==> src/rtl/colour_status_tx.sv <==
// Sends "W=rgb B=rgb\r\n" (colour readback) to a byte-wide valid/ready UART transmitter.
// Optional build macro COLOUR_AUTO_REPORT_EN: also report whenever the colours differ from the last report.
module colour_status_tx #(
    parameter int HEX_LOWER = 0,
    parameter int SEND_CR   = 1
) (
    input  logic        clk,
    input  logic        resetn,
    input  logic [11:0] waveform_colour,
    input  logic [11:0] background_colour,
    input  logic        report_req,
    input  logic        tx_ready,
    output logic [7:0]  tx_data,
    output logic        tx_valid,
    output logic        busy
);

    // state | meaning
    // IDLE  | waiting for a request (or a pending one) to snapshot the colours
    // SEND  | offering byte[idx] to the transmitter
    // DONE  | one quiet cycle after the last byte, index rewound
    typedef enum logic [1:0] {
        IDLE = 2'd0,
        SEND = 2'd1,
        DONE = 2'd2
    } state_t;

    localparam logic [3:0] LAST_IDX = (SEND_CR != 0) ? 4'd12 : 4'd11;

    state_t      state;
    state_t      state_nxt;
    logic [3:0]  idx;
    logic        pending;
    logic [11:0] snap_w;
    logic [11:0] snap_b;
    logic        colour_diff;
    logic        req_any;
    logic        take_snap;
    logic        xfer;
    logic [7:0]  byte_sel;

    assign req_any   = report_req || colour_diff;
    assign take_snap = (state == IDLE) && (req_any || pending);
    assign xfer      = (state == SEND) && tx_ready;

`ifdef COLOUR_AUTO_REPORT_EN
    logic [11:0] last_w;
    logic [11:0] last_b;

    // Reset value matches the colour register's power-up colours, so no report fires out of reset.
    always_ff @(posedge clk) begin
        if (!resetn) begin
            last_w <= 12'h0FF;
            last_b <= 12'h000;
        end else if (take_snap) begin
            last_w <= waveform_colour;
            last_b <= background_colour;
        end
    end

    assign colour_diff = (waveform_colour != last_w) || (background_colour != last_b);
`else
    assign colour_diff = 1'b0;
`endif

    function automatic logic [7:0] hex_char(input logic [3:0] n);
        if (n <= 4'd9)
            return 8'h30 + {4'h0, n};
        else if (HEX_LOWER != 0)
            return 8'h57 + {4'h0, n};
        else
            return 8'h37 + {4'h0, n};
    endfunction

    always_ff @(posedge clk) begin
        if (!resetn)
            state <= IDLE;
        else
            state <= state_nxt;
    end

    always_comb begin
        state_nxt = state;
        case (state)
            IDLE:    if (take_snap) state_nxt = SEND;
            SEND:    if (xfer && (idx == LAST_IDX)) state_nxt = DONE;
            DONE:    state_nxt = IDLE;
            default: state_nxt = IDLE;
        endcase
    end

    always_ff @(posedge clk) begin
        if (!resetn) begin
            idx     <= 4'd0;
            pending <= 1'b0;
            snap_w  <= 12'h000;
            snap_b  <= 12'h000;
        end else begin
            if (take_snap) begin
                snap_w <= waveform_colour;
                snap_b <= background_colour;
            end
            // One-deep: a request while busy is remembered, any more are dropped.
            if (take_snap)
                pending <= 1'b0;
            else if ((state != IDLE) && req_any)
                pending <= 1'b1;
            if (state == DONE)
                idx <= 4'd0;
            else if (xfer)
                idx <= idx + 4'd1;
        end
    end

    always_comb begin
        byte_sel = 8'h00;
        case (idx)
            4'd0:    byte_sel = 8'h57;
            4'd1:    byte_sel = 8'h3D;
            4'd2:    byte_sel = hex_char(snap_w[3:0]);
            4'd3:    byte_sel = hex_char(snap_w[7:4]);
            4'd4:    byte_sel = hex_char(snap_w[11:8]);
            4'd5:    byte_sel = 8'h20;
            4'd6:    byte_sel = 8'h42;
            4'd7:    byte_sel = 8'h3D;
            4'd8:    byte_sel = hex_char(snap_b[3:0]);
            4'd9:    byte_sel = hex_char(snap_b[7:4]);
            4'd10:   byte_sel = hex_char(snap_b[11:8]);
            4'd11:   byte_sel = (SEND_CR != 0) ? 8'h0D : 8'h0A;
            4'd12:   byte_sel = 8'h0A;
            default: byte_sel = 8'h00;
        endcase
    end

    always_comb begin
        tx_valid = (state == SEND);
        tx_data  = (state == SEND) ? byte_sel : 8'h00;
        busy     = (state != IDLE) || pending;
    end

endmodule

==> config.mk <==
export PLATFORM = sky130hd
export DESIGN_NAME = colour_status_tx
export DESIGN_NICKNAME = d
export VERILOG_FILES = /design/src/rtl/colour_status_tx.sv
export SDC_FILE = /design/constraint.sdc
export NUM_CORES = 1
export LEC_CHECK = 0
export BUFFER_PORTS_ARGS = -buffer_cell sky130_fd_sc_hd__buf_2
export CAP_MARGIN = 40
export CORE_MARGIN = 2
export CORE_UTILIZATION = 60
export CTS_CLUSTER_DIAMETER = 50
export DETAILED_ROUTE_END_ITERATION = 12
export PLACE_DENSITY = 0.89
export SYNTH_ARGS = -nofsm -noshare
export SYNTH_HDL_FRONTEND = slang
export SYNTH_SLANG_ARGS = --single-unit
==> constraint.sdc <==
create_clock -name clk -period 3.5 [get_ports clk]
set_input_delay 0.35 -clock clk [delete_from_list [all_inputs] [get_ports clk]]
set_output_delay 0.35 -clock clk [all_outputs]
set_load 0.05 [all_outputs]
==> results of run 1 <==
state kept, by name, summed over array words and instances, names as in the netlist:
signal,cells
snap_b,12
state,2
pending,1
idx,4
snap_w,12
routing by layer:
metal | track usage [%] | vias to the layer above | share of wire [%]
met2 | 45.8 | 116 | 44
met1 | 38.5 | 1054 | 42
met5 | 0 | - | 0
met3 | 7.36 | 33 | 8.4
li1 | - | 1120 | -
met4 | 19.0 | 0 | 4.7
per-stage QoR:
step	utilization (%)	area (sq um)
6_report	70.8	2590
5_1_grt	70.8	2590
4_1_cts	70.8	2590
3_5_place_dp	67.1	2460
2_1_floorplan	-	2280
3_3_place_gp	67.1	2460
power by group through the flow:
stage	registers [mW]	clock network [mW]	logic (mW)
after floorplan	0.399	0	0.155
after global placement	0.408	0	0.199
after detailed placement	0.409	0	0.204
after CTS	0.401	0.441	0.206
after global routing	0.405	0.463	0.227
final	0.402	0.439	0.209
synthesized netlist by cell type (all sizes together), types with 4 or more instances:
library cell	number
nand2	63
a21boi	34
dfxtp	31
o21ai	18
nor2	17
ha	16
inv	16
clkbuf	9
buf	8
a21oi	7
a31oi	7
nor2b	7
a22oi	6
nor3	6
xnor2	6
a41oi	5
nor3b	5
and2	4
critical path, stage by stage, from the launching register on:
cell	delay, ns
dfxtp_1	0.62
nor2b_2	0.36
nand2_1	0.14
nor4b_1	0.31
a31oi_1	0.11
a41oi_1	0.28
buf_2	0.31
final timing paths:
kind                        start         end  slack [ns]  depth (start not counted)
min reg2reg             snap_b[9]   snap_b[9]        0.49                          2
min          background_colour[6]   snap_b[6]        0.27                          3
max                        idx[3]  tx_data[3]        0.72                          6
max reg2reg              state[1]  snap_w[11]        1.65                          3
area by class of cell:
cell class,instances,area (sq um)
clock buffers,5,68.8
clock inverters,3,67.6
fillers,308,1070
inverters,17,65.1
multi-input cells,237,1520
flip-flops and latches,31,621
well taps,48,60.1
repair buffers,38,195
cells in the final DEF (no fill, tap or decap), types with 2 or more instances in the layout:
| cell type | Yosys | routed |
|---|---|---|
| a31oi_1 | 7 | 7 |
| nand4_1 | 2 | 2 |
| a22oi_1 | 6 | 6 |
| clkbuf_8 | 0 | 5 |
| dfxtp_1 | 31 | 31 |
| inv_1 | 16 | 16 |
| nand2_1 | 61 | 61 |
| o21ai_1 | 5 | 5 |
| and2_1 | 4 | 4 |
| xnor2_1 | 6 | 6 |
| nand2_2 | 2 | 2 |
| nor3_1 | 5 | 5 |
| nor4b_1 | 2 | 2 |
| nor4_1 | 3 | 3 |
| a311oi_1 | 3 | 3 |
| a222oi_1 | 2 | 2 |
| o21ai_0 | 12 | 12 |
| or3_1 | 2 | 2 |
| buf_4 | 2 | 2 |
| a211oi_1 | 2 | 2 |
| a21boi_0 | 23 | 23 |
| nor2b_1 | 6 | 6 |
| nor3b_1 | 3 | 3 |
| buf_2 | 6 | 36 |
| nor3b_2 | 2 | 2 |
| a41oi_1 | 5 | 5 |
| nor2_1 | 16 | 16 |
| bufinv_16 | 0 | 2 |
| a21oi_1 | 7 | 7 |
| ha_1 | 16 | 16 |
| a21boi_1 | 11 | 11 |
| a32oi_1 | 2 | 2 |
kinds of logic after synthesis:
logic type / Yosys count / share of synthesized area (%)
DFF: 31 / 27.2
and+or+nand+nor: 120 / 26.0
adders and majority gates: 16 / 8.78
other: 1 / 0.164
buffers and inverters: 34 / 6.31
AOI/OAI and AO/OA: 94 / 29.2
xor gates and xnor gates: 6 / 2.31
==> flow_summary.json, run 1 <==
{
  "status": "finished, final reports clean",
  "cts_buffers": 5,
  "final_antenna_net_count": 0,
  "critical_path_class": "reg2out",
  "cp_max_fo": 10,
  "core_sq_mm": 0.00366,
  "required_ns": 3.15,
  "slew_violations": 0,
  "drv_cap": 0,
  "h-tree-depth": 2,
  "p_switching_mw": 0.318,
  "grt_max_degree": 32,
  "setup_tns_ns": 0,
  "relSlewSlack_pct": 40.1,
  "num-nets-final": 374,
  "syn-num-nets": 346,
  "combPwrFrac_pct": 19.9,
  "max_slew.worst_pin.slew_ns": 0.899,
  "ir_drop_mv": 0.239,
  "rsz0062_at_grt": "no",
  "layout_setup_ws_ns": 0.715,
  "fin_cells": 379,
  "p_leak_nw": 0.990,
  "synth_top_area_share_pct": 27.2,
  "powerDensity_mw_per_mm2": 405,
  "dpl.cell_count": 371,
  "globalplace.congestion": 1.01,
  "totalWireLength_mm": 6.06,
  "cts_buffer_depth": 2,
  "ys.flop_type": "dfxtp_1",
  "syn2layout_area_growth_pct": 13.7,
  "path_clk_slew_ns": 0.08,
  "dr.first_iter.drc_count": 191,
  "synthCells": 302,
  "synth.distinct_cells": 54,
  "clock_power_share_pct": 41.8,
  "finalCriticalPeriod_ns": 2.78,
  "num_vias": 2323,
  "syn-cell-area_sq_mm": 0.00228,
  "synth_area_leader_cell": "dfxtp_1",
  "start_kind": "flop",
  "clock-root-buffer": "clkbuf_8",
  "finalPower_mw": 1.05,
  "place_ws_ns": 1.12,
  "tritoncts": "done",
  "die_w_um": 65.6,
  "grt-ovfl-total": 0,
  "tritoncts_num_sinks": 31,
  "die_area_sq_mm": 0.00431,
  "finalSetupViolCount": 0,
  "seq_power_share_pct": 38.3,
  "netSwitchingFraction_pct": 30.3,
  "synth_seq_cells": 31,
  "fmaxAchievable_mhz": 359,
  "viasPerCell": 6.13,
  "hp-class": "in2reg",
  "hold_violations": 0,
  "critPathCaptureType": "primary output",
  "grt_first_pass_wirelength_mm": 9.87,
  "io_buffers": 36,
  "synth-seq-area-share_pct": 27.2,
  "yosysWarnings": 0,
  "grtUsageTotal_pct": 30.3,
  "synthArstFlopShare_pct": 0,
  "rows": 22,
  "antenna_cells": 0,
  "finalClockSkew_ns": 0.0117,
  "hpwl_mm": 4.30,
  "drive_gt1_share_pct": 17.2,
  "start_util_pct": 62.3,
  "synth_edf_count": 0,
  "p_int_mw": 0.731,
  "drc": 0,
  "postCtsSetupBuffers": 0,
  "synthTopCellsByArea": "dfxtp_1 (27%), nand2_1 (10%), ha_1 (8.8%), a21boi_0 (7.6%), a21boi_1 (3.6%)",
  "cp.arrival_ns": 2.43,
  "layout_worst_path_cycle_share_pct": 79.6,
  "ctsResizeCount": 0,
  "syn_avg_cell_area_sq_um": 7.55,
  "io_pins": 38,
  "antenna_found_initial": 0,
  "clock_latency_ns": 0.30,
  "dr.pass1.iters": 5,
  "die_h_um": 65.6,
  "grt_pass1_vias": 2120,
  "ctsHoldBuffers": 0,
  "wire_per_inst_um": 16.0,
  "hold_slack_ns": 0.274
}
Power figures use the tool's default switching activity.
==> run 2: changes to the inputs <==
--- a/config.mk
+++ b/config.mk
@@ -8,10 +8,10 @@
 export BUFFER_PORTS_ARGS = -buffer_cell sky130_fd_sc_hd__buf_2
 export CAP_MARGIN = 40
 export CORE_MARGIN = 2
-export CORE_UTILIZATION = 60
+export CORE_UTILIZATION = 51
 export CTS_CLUSTER_DIAMETER = 50
 export DETAILED_ROUTE_END_ITERATION = 12
-export PLACE_DENSITY = 0.89
+export PLACE_DENSITY = 0.81
 export SYNTH_ARGS = -nofsm -noshare
 export SYNTH_HDL_FRONTEND = slang
 export SYNTH_SLANG_ARGS = --single-unit
==> constraint.sdc (replaced) <==
create_clock -name clk -period 2.23 [get_ports clk]
set_input_delay 0.223 -clock clk [delete_from_list [all_inputs] [get_ports clk]]
set_output_delay 0.223 -clock clk [all_outputs]
set_load 0.05 [all_outputs]
==> run 2 against run 1 <==
Sequential power is 59% higher. Clock power is 14% higher. Via count is 7.3% higher. Sequential share of layout area is 3.5 points lower. Critical endpoint is now tx_data[5]. Register-to-register slack worse by 0.84 ns. The run now ends with setup timing left. Worst hold slack worse by 0.11 ns.
==> flow_summary.json, run 2 (synthesis gave the netlist of run 1 again) <==
{
  "grtUsageTotal_pct": 26.3,
  "regArea_sq_um": 654,
  "die_h_um": 70.9,
  "io_pins": 38,
  "io_buffers": 36,
  "num-fill-cells": 315,
  "multi_input_area_sq_mm": 0.00186,
  "die_w_um": 70.9,
  "grt_pass1_vias": 2202,
  "grt_first_pass_wirelength_mm": 10.6,
  "rows": 24,
  "finalCriticalPeriod_ns": 2.38,
  "tritoncts_num_sinks": 31,
  "final_antenna_net_count": 0,
  "ctsHoldBuffers": 0,
  "clock_latency_ns": 0.29,
  "relSlewSlack_pct": 66.7,
  "totalWireLength_mm": 6.99,
  "crit_chain": "inv_4 -> ha_4 -> nor2_4 -> a21boi_0 -> o21ai_0 -> a22oi_1 -> a31oi_2 -> buf_6",
  "rrSetupSlack_ns": 0.81,
  "start_util_pct": 52.7,
  "rsz0062_at_grt": "yes",
  "hpwl_mm": 4.60,
  "required_ns": 2.01,
  "hold_violations": 0,
  "reg_top3": "snap_b x12, snap_w x12, idx x4",
  "antenna_cells": 0,
  "path_buf_inv": 2,
  "tritoncts": "done",
  "cts_buffers": 5,
  "grt_max_degree": 32,
  "die_area_sq_mm": 0.00502,
  "wire_per_inst_um": 17.1,
  "core_sq_mm": 0.00432,
  "drv_cap": 0,
  "r2r_end": "snap_w[9]",
  "fmaxAchievable_mhz": 421,
  "cp_slowest_cell": "dfxtp_4",
  "viasPerCell": 6.11,
  "powerDensity_mw_per_mm2": 499,
  "layout_worst_path_cycle_share_pct": 107,
  "drive_gt1_share_pct": 42.7,
  "p_leak_nw": 1.16,
  "clock-root-buffer": "clkbuf_8",
  "cts_buffer_depth": 2,
  "utilization_pct": 74.0,
  "reg2reg_depth": 4,
  "worstHoldStart": "background_colour[9]",
  "min_to": "snap_b[9]",
  "h-tree-depth": 2,
  "path_clk_slew_ns": 0.07,
  "dr.first_iter.drc_count": 290,
  "drc": 0,
  "layout_setup_ws_ns": -0.146,
  "status": "finished, violations left",
  "num_vias": 2493,
  "cp.arrival_ns": 2.15,
  "syn2layout_area_growth_pct": 40.3,
  "violations": "setup timing",
  "cp_max_fo": 4,
  "critPathCaptureType": "primary output",
  "layout_commonest_cell": "nand2_1",
  "place_ws_ns": 0.0504,
  "hp-class": "in2reg",
  "max_slew.worst_pin.slew_ns": 0.500,
  "slowest_delay_ns": 0.39,
  "finalClockSkew_ns": 0.00729,
  "antenna_found_initial": 0,
  "grt-ovfl-total": 0,
  "num-nets-final": 399,
  "crit_family": "compound AO/OA/AOI/OAI gates",
  "final_cell_mix": "nand2_1 (61), buf_2 (29), buf_4 (23), a21boi_0 (20), dfxtp_1 (16)",
  "r2r_start": "state[1]",
  "critical_path_class": "reg2out",
  "slew_violations": 0,
  "min_path_cells": 3,
  "globalplace.congestion": 1.03,
  "start_kind": "flop",
  "finalSetupViolCount": 3,
  "ir_drop_mv": 0.354,
  "dr.pass1.iters": 5
}
==> run 2: cell types whose count changed in the layout (fill, tap and decap cells not counted), moves of 8 or more <==
| cell | previous run | this run |
|---|---|---|
| dfxtp_2 | 0 | 9 |
| buf_6 | 0 | 9 |
| inv_1 | 16 | 8 |
| buf_4 | 2 | 23 |
| ha_4 | 0 | 8 |
| ha_1 | 16 | 5 |
| dfxtp_1 | 31 | 16 |
==> run 2: timing repair <==
action | CTS | global route
gates cloned | 0 | 0
pin swaps | 15 | 23
endpoints found under the setup margin | 7 | 7
setup buffers | 7 | 1
gates resized for setup | 53 | 59
==> run 2: power breakdown <==
group          switching, mW  total, mW  internal (mW)
clock                  0.217      0.499          0.282
sequential            0.0530      0.640          0.587
combinational          0.262      0.456          0.194
total                  0.532       1.60           1.06
==> run 2: area by class of cell <==
class / instances / share of cell area (%)
timing repair buffer: 63 / 14.0
sequential: 31 / 20.5
tap: 52 / 2.03
clock buffer: 8 / 3.13
multi-input combinational: 237 / 58.1
inverter: 17 / 2.27
==> run 2: worst max path at each step <==
stage                   start         end  slack [ns]  cells past startpoint
CTS                 snap_w[4]  tx_data[5]       -0.03                      8
detailed placement  snap_w[4]  tx_data[5]        0.05                      8
global route        snap_w[0]  tx_data[5]       -0.16                      8
global placement    snap_w[4]  tx_data[5]        0.12                      8
floorplan            state[0]  tx_data[4]       -0.01                      5
finish              snap_w[0]  tx_data[5]       -0.15                      8
==> run 2: worst reg2reg max path, stage by stage, from the launching register on <==
cell,delay [ns]
dfxtp_1,0.63
or3_1,0.19
buf_4,0.26
nand2_1,0.09
a21boi_0,0.18
==> run 2: metrics by stage <==
stage                     area, sq um  power, mW  TNS (ns)  hold slack, ns  instances
after floorplan                  2330      0.878   -0.0689           0.358        302
after detailed placement         2650      0.989         0           0.470        392
after global placement           2650      0.982         0           0.461        392
after CTS                        2950       1.53   -0.0525           0.170        407
after global routing             3200       1.67    -0.583           0.157        408
final                            3200       1.60    -0.207           0.161        408
==> run 2: layer usage <==
metal | part of all wire [%] | GRT usage [%] | up-vias
met3 | 6.0 | 4.56 | 38
met4 | 4.7 | 11.9 | 0
li1 | - | - | 1171
met2 | 46 | 42.1 | 122
met1 | 43 | 34.8 | 1162
met5 | 0 | 0 | -
